**config.mk**
```make
export PLATFORM = sky130hd
export DESIGN_NAME = hs_frame_decoder
export DESIGN_NICKNAME = d
export VERILOG_FILES = /design/src/rtl/hs_frame_decoder.sv
export SDC_FILE = /design/constraint.sdc
export NUM_CORES = 1
export LEC_CHECK = 0
export CELL_PAD_IN_SITES_DETAIL_PLACEMENT = 0
export CELL_PAD_IN_SITES_GLOBAL_PLACEMENT = 2
export CORE_MARGIN = 8
export CORE_UTILIZATION = 30
export DETAILED_ROUTE_END_ITERATION = 6
export PLACE_DENSITY_LB_ADDON = 0.3
export SYNTH_ARGS = -nofsm -noshare
export SYNTH_HDL_FRONTEND = slang
export SYNTH_SLANG_ARGS = --single-unit
export TNS_END_PERCENT = 5
```
**constraint.sdc**
```tcl
create_clock -name clk -period 2.4 [get_ports clk]
set_input_delay 0.48 -clock clk [delete_from_list [all_inputs] [get_ports clk]]
set_output_delay 0.48 -clock clk [all_outputs]
set_load 0.05 [all_outputs]
```
**src/rtl/hs_frame_decoder.sv**
```systemverilog
// hs_frame_decoder: 4-phase one-hot symbol receiver that assembles address/direction frames and drives per-channel up/down levels.
module hs_frame_decoder #(
  parameter int N_CH        = 4,
  parameter int ADDR_W      = 2,
  parameter int SYNC_STAGES = 2
) (
  input  logic            clk,
  input  logic            rst_n,
  input  logic            sym_fs,
  input  logic            sym_x0,
  input  logic            sym_one,
  input  logic            sym_zero,
  input  logic            sym_fd,
  input  logic            sym_fe,
  output logic            ack_fs,
  output logic            ack_x0,
  output logic            ack_one,
  output logic            ack_zero,
  output logic            ack_fd,
  output logic            ack_fe,
  output logic [N_CH-1:0] ch_up,
  output logic [N_CH-1:0] ch_down,
  output logic            frame_done,
  output logic            frame_err,
  output logic            busy
);
  localparam int CW = $clog2(ADDR_W + 2);
  localparam int FS = 0, X0 = 1, ONE = 2, ZERO = 3, FD = 4, FE = 5;
  typedef enum logic [2:0] {S_IDLE, S_ADDR, S_DATA, S_END, S_ERR} state_t;
  state_t state, nxt;
  logic [5:0] raw, s, ack;
  logic [ADDR_W-1:0] addr;
  logic [CW-1:0] cnt;
  logic [N_CH-1:0] m;
  logic dir, done_p, err_p;
  logic any_ack, multi, acc, bit_sym, full, ok;
  logic clr, shift, ld_dir, commit, reject;
  assign raw = {sym_fe, sym_fd, sym_zero, sym_one, sym_x0, sym_fs};
  generate
    if (SYNC_STAGES == 0) begin : g_nosync
      assign s = raw;
    end else begin : g_sync
      logic [5:0] sr [SYNC_STAGES];
      always_ff @(posedge clk or negedge rst_n)
        if (!rst_n)
          for (int i = 0; i < SYNC_STAGES; i++) sr[i] <= '0;
        else begin
          sr[0] <= raw;
          for (int i = 1; i < SYNC_STAGES; i++) sr[i] <= sr[i-1];
        end
      assign s = sr[SYNC_STAGES-1];
    end
  endgenerate
  assign any_ack = |ack;
  assign multi   = |(s & (s - 6'd1));
  assign acc     = !any_ack && (s != 6'd0) && !multi;
  assign bit_sym = s[ONE] | s[ZERO];
  assign full    = cnt == CW'(ADDR_W);
  assign ok      = int'(addr) < N_CH;
  assign m       = N_CH'(1) << addr;
  assign {ack_fe, ack_fd, ack_zero, ack_one, ack_x0, ack_fs} = ack;
  always_comb begin
    nxt = state;
    clr = 1'b0;
    shift = 1'b0;
    ld_dir = 1'b0;
    commit = 1'b0;
    reject = 1'b0;
    if (multi && !any_ack) nxt = S_ERR;
    else if (acc)
      unique case (state)
        S_IDLE: begin
          clr = s[FS];
          nxt = s[FS] ? S_ADDR : S_IDLE;
        end
        S_ADDR: begin
          clr    = s[FS];
          shift  = bit_sym && !full;
          reject = s[FE];
          nxt    = s[FE] ? S_IDLE : bit_sym ? (full ? S_ERR : S_ADDR) :
                   s[X0] ? (full ? S_DATA : S_ERR) : S_ADDR;
        end
        S_DATA: begin
          ld_dir = bit_sym;
          reject = s[FE];
          nxt    = bit_sym ? S_END : s[FD] ? S_DATA : s[FE] ? S_IDLE : S_ERR;
        end
        S_END: begin
          commit = s[FE] && ok;
          reject = s[FE] && !ok;
          nxt    = s[FE] ? S_IDLE : s[FD] ? S_END : S_ERR;
        end
        default: begin
          reject = s[FE];
          nxt    = s[FE] ? S_IDLE : S_ERR;
        end
      endcase
  end
  always_ff @(posedge clk or negedge rst_n)
    if (!rst_n) begin
      state      <= S_IDLE;
      ack        <= '0;
      addr       <= '0;
      cnt        <= '0;
      dir        <= 1'b0;
      busy       <= 1'b0;
      ch_up      <= '0;
      ch_down    <= '0;
      done_p     <= 1'b0;
      err_p      <= 1'b0;
      frame_done <= 1'b0;
      frame_err  <= 1'b0;
    end else begin
      state      <= nxt;
      ack        <= any_ack ? (ack & s) : acc ? s : 6'd0;
      addr       <= clr ? '0 : shift ? ((addr << 1) | ADDR_W'(s[ONE])) : addr;
      cnt        <= clr ? '0 : shift ? cnt + 1'b1 : cnt;
      dir        <= ld_dir ? s[ONE] : dir;
      busy       <= (acc && s[FE]) ? 1'b0 : (acc && s[FS]) ? 1'b1 : busy;
      ch_up      <= commit ? ((ch_up & ~m) | (dir ? m : '0)) : ch_up;
      ch_down    <= commit ? ((ch_down & ~m) | (dir ? '0 : m)) : ch_down;
      done_p     <= commit;
      err_p      <= reject;
      frame_done <= done_p;
      frame_err  <= err_p;
    end
endmodule
```
After elaboration in Yosys (flattened, before gate mapping)
Index checks and enable logic that the tools add are counted.
{"block": "word_totals", "out_inout_bits": 17, "in_bits": 8, "reg_bits": 39}
{"block": "op_classes", "eq_ne": 4, "n_addsub": 2, "mux": 39, "bitwise": 9, "shift": 1, "reduce_logical": 18}
{"cell": "two-way mux 3 bit", "count": 12}
{"cell": "two-way mux 1 bit", "count": 18}
{"cell": "bitwise AND 6 bit", "count": 2}
{"cell": "two-way mux 6 bit", "count": 2}
{"cell": "one-hot mux 3 bit (4 select lines)", "count": 1}
{"cell": "OR reduction 6 bit", "count": 2}
{"cell": "bitwise AND 4 bit", "count": 2}
{"cell": "two-way mux 2 bit", "count": 4}
{"cell": "two-way mux 4 bit", "count": 2}
{"cell": "bitwise OR 4 bit", "count": 2}
{"cell": "equality test 3 x 2 -> 1 bit, second input constant", "count": 2}
{"cell": "logical AND 1 bit", "count": 6}
{"cell": "nonzero test 2 bit", "count": 3}
{"cell": "nonzero test 6 bit", "count": 1}
{"cell": "subtractor 6 x 1 -> 6 bit, second input constant", "count": 1}
{"cell": "inverter 4 bit", "count": 1}
{"cell": "OR reduction 2 bit", "count": 2}
{"cell": "left shift 1 x 2 -> 4 bit, first input constant", "count": 1}
{"cell": "equality test 3 x 1 -> 1 bit, second input constant", "count": 1}
{"cell": "logical NOT 1 bit", "count": 3}
{"cell": "logical NOT 3 bit", "count": 1}
{"cell": "adder 2 x 1 -> 2 bit, second input constant", "count": 1}
{"cell": "equality test 2 bit, second input constant", "count": 1}
{"cell": "bitwise OR 2 x 1 -> 2 bit", "count": 1}
{"cell": "bitwise OR 1 bit", "count": 1}

Logic depth before layout (Yosys ltp)
{"block": "depth", "word_depth": 9, "depth_mapped": 7, "ltp_nobuf": 7}

Least setup slack after synthesis
Ideal clock, no wire load.
{"block": "synth_path", "path_kind": "register -> register", "start": "register ack[0]", "end": "register (tool-made name)", "path_slack_ns": -0.341, "setup_time_ns": 0.125, "stages_incl_launch_ff": 6, "t_arrival_ns": 2.616, "cell_sequence": "dfrtp_1 -> or4_4 -> or4_4 -> or2_1 -> or4_4 -> mux2_4"}
{"item": "from (decl)", "line": "31", "source": "logic [5:0] raw, s, ack;"}
{"item": "from (signal assigned)", "line": "115", "source": "ack <= any_ack ? (ack & s) : acc ? s : 6'd0;"}

==> flow_metrics.py <==
metrics = {
    "run_status": {
        "status": "finished with violations",
        "violations": "negative setup slack",
    },
    "clock_network": {
        "clockBufferDepth": 2,
        "path_clk_slew_ps": 80,
        "numClockSinks": 39,
        "cts_tree": "yes",
        "cts-root-buf": "clkbuf_8",
        "numCtsBuffers": 5,
        "htreeDepth": 2,
        "clk_latency_ps": 290,
        "cts_hold_buf": 0,
    },
    "timing": {
        "fin_crit_ps": 2460,
        "tightestPinTransition_ps": 561,
        "worst_slack_ps": -64.6,
        "finClkSkew_ps": 8.02,
        "finalMaxSlewViolations": 0,
        "rsz0062_at_grt": "true",
        "setup_viol": 3,
        "relSlewSlack": 0.626,
        "hold_viol": 0,
        "fin_setup_tns_ps": -89.4,
        "period_share": 1.03,
        "fmax_mhz": 406,
    },
    "layout": {
        "layout-drive-gt1-share": 0.226,
        "instances_no_fill": 267,
        "n_antenna_cell": 0,
        "syn_to_final_growth_pct": 30.5,
        "design_area_um2": 2260,
        "nNetsFinal": 203,
        "fill_cells": 565,
    },
    "critical_path": {
        "path_max_fanout": 3,
        "cp_num_buf_inv": 0,
        "crit_type": "reg2reg",
        "crit_required_ps": 2580,
        "critPathMaxStageDelay_ps": 530,
        "cp_slowest_cell": "or4_4",
        "cp_cell_sequence": "or4_4 -> or4_4 -> or2_4 -> or4_4 -> mux2_4",
        "cpMostUsedCell": "or4_4",
        "worstPathArrival_ps": 2650,
        "startpoint_type": "flop",
        "endpoint_kind": "flop",
        "critPathTopFamily": "simple AND/OR/NAND/NOR gates",
    },
    "floorplanning": {
        "io_pins": 25,
        "dieArea_um2": 8470,
        "initial_core_util": 0.313,
        "core.rowCount": 27,
        "die_width_um": 92.0,
        "die_h_um": 92.0,
        "core_area_um2": 5540,
    },
    "power_and_ir_drop": {
        "powerDensity_nw_per_um2": 591,
        "p_leak_nw": 0.987,
        "ir_drop_uv": 359,
    },
    "route": {
        "routed_wl_um": 3960,
        "routed-via-count": 1339,
        "vias_per_cell": 5.01,
        "wl_per_cell_um": 14.8,
        "drc": 0,
        "ant_nets": 0,
        "drtPass1Iterations": 4,
        "drt_iter0_markers": 38,
    },
    "logic_synthesis": {
        "synth_area_per_cell_um2": 11.3,
        "yosys_warnings": 0,
        "yosysSeqAreaShare": 0.563,
        "synth_flop_cell": "dfrtp_1",
        "syn_inst": 154,
        "yosysUniqueCellTypes": 42,
        "synthesis.area_um2": 1730,
        "synth-seq-cells": 39,
        "synthArstFlopShare": 1.00,
        "synth_enable_flop_cells": 0,
        "synth_nets": 163,
    },
    "grt": {
        "antenna_found_initial": 0,
        "grt_pass1_wl_um": 6770,
        "grt_max_degree": 26,
        "grt_pass1_vias": 1408,
        "track_usage": 0.0997,
        "grt.overflow.total": 0,
    },
    "placed_design": {
        "dp.cells": 259,
        "dp_hpwl_um": 2960,
        "finalWeightedCongestion": 0.855,
        "post_dp_cell_area_um2": 2170,
        "port-buffer-count": 24,
    },
    "min_path": {
        "hold_class": "in2async",
    },
    "flow_run": {
        "cap_violations": 0,
    },
}
[cell usage after synthesis (2+ instances only)]
| library cell | instances | share of area |
|---|---|---|
| nor4b_1 | 4 | 0.020 |
| nor3_1 | 6 | 0.017 |
| clkbuf_1 | 8 | 0.017 |
| inv_1 | 9 | 0.019 |
| o31ai_1 | 3 | 0.013 |
| o21a_1 | 7 | 0.030 |
| mux2i_1 | 7 | 0.040 |
| nand4_1 | 5 | 0.018 |
| nand2b_1 | 2 | 0.0072 |
| or4_4 | 3 | 0.019 |
| mux2_2 | 2 | 0.013 |
| nand3_1 | 2 | 0.0058 |
| o21ai_0 | 5 | 0.014 |
| nor2_1 | 13 | 0.028 |
| or2_2 | 3 | 0.011 |
| buf_1 | 2 | 0.0043 |
| a21oi_1 | 3 | 0.0087 |
| dfrtp_1 | 39 | 0.56 |
| nor4_1 | 2 | 0.0072 |
| a211o_1 | 3 | 0.015 |
| nand2_1 | 5 | 0.011 |
[worst paths after layout]
path / startpoint / end / slack (ps) / depth (start not counted)
setup / recovery: ack[0] / flop / -60 / 5
hold / removal: rst_n / s[4] / 170 / 1
setup reg to reg: ack[0] / flop / -60 / 5
hold reg to reg: g_sync.sr[11] / s[5] / 350 / 0
max in group asynchronous: rst_n / addr[0] / 1610 / 2
min in group clk: g_sync.sr[11] / s[5] / 350 / 0
[area by class of cell]
class                   instances  area, um^2  share of cell area
clock buffers                   5        68.8              0.0304
well taps                      72        90.1              0.0398
clock inverters                 3        23.8              0.0105
multi-input cells              96         689               0.305
repair buffers                 43         378               0.167
inverters                       9        33.8              0.0149
flip-flops and latches         39         980               0.433
[repair_timing]
action / 4_1_cts / 5_1_grt
pin swaps: 1 / 0
setup endpoints to repair: 3 / 3
gates resized for setup: 1 / 0
setup buffers: 0 / 0
[power by group]
group | total (W) | internal [W] | switching [W]
combinational | 0.000190 | 0.0000740 | 0.000116
sequential | 0.000700 | 0.000681 | 0.0000189
clock | 0.000447 | 0.000208 | 0.000239
total | 0.00134 | 0.000962 | 0.000374
[layout by cell type, fill, tap and decap left out, types with 4 or more instances in the layout]
master and n:
nor4b_1 4, o21ai_0 5, clkdlybuf4s50_1 23, buf_4 19, clkbuf_8 5, dfrtp_1 36, nand2_1 5, nor3_1 6
nand4_1 5, nor2_1 13, o21a_1 7, mux2i_1 7, inv_1 9
[worst register-to-register path, delay by kind of cell (launching register included)]
family / cells / cell delay [ps]
AND/OR/NAND/NOR: 4 / 1660
multiplexers: 1 / 300
flip-flops: 1 / 400
[routing by layer]
metal | routed length, um | GRT usage | up-vias | share of wire
met5 | 0 | 0 | - | 0
met3 | 190 | 0.0261 | 4 | 0.048
li1 | - | - | 629 | -
met4 | 34 | 0.0322 | 0 | 0.0086
met1 | 1650 | 0.116 | 670 | 0.42
met2 | 2090 | 0.174 | 36 | 0.53
[kinds of logic after synthesis]
logic type / count (synthesis) / synth area share
and+or+nand+nor: 51 / 0.177
DFF: 39 / 0.563
AOI/OAI and AO/OA: 30 / 0.127
buffers and inverters: 19 / 0.0411
muxes: 11 / 0.0685
xor gates and xnor gates: 2 / 0.0101
adders and majority gates: 2 / 0.0130
[stage by stage]
stage                     hold WS (ps)  utilization  setup WS [ps]  total power, W
after floorplan                    184            -           -255        0.000820
after global placement             334        0.391          -81.0        0.000902
after detailed placement           336        0.391          -96.6        0.000906
after CTS                          190        0.409          -67.2         0.00136
after global routing               210        0.409           -101         0.00140
final                              172        0.409          -64.6         0.00134
Power figures use the tool's default switching activity.
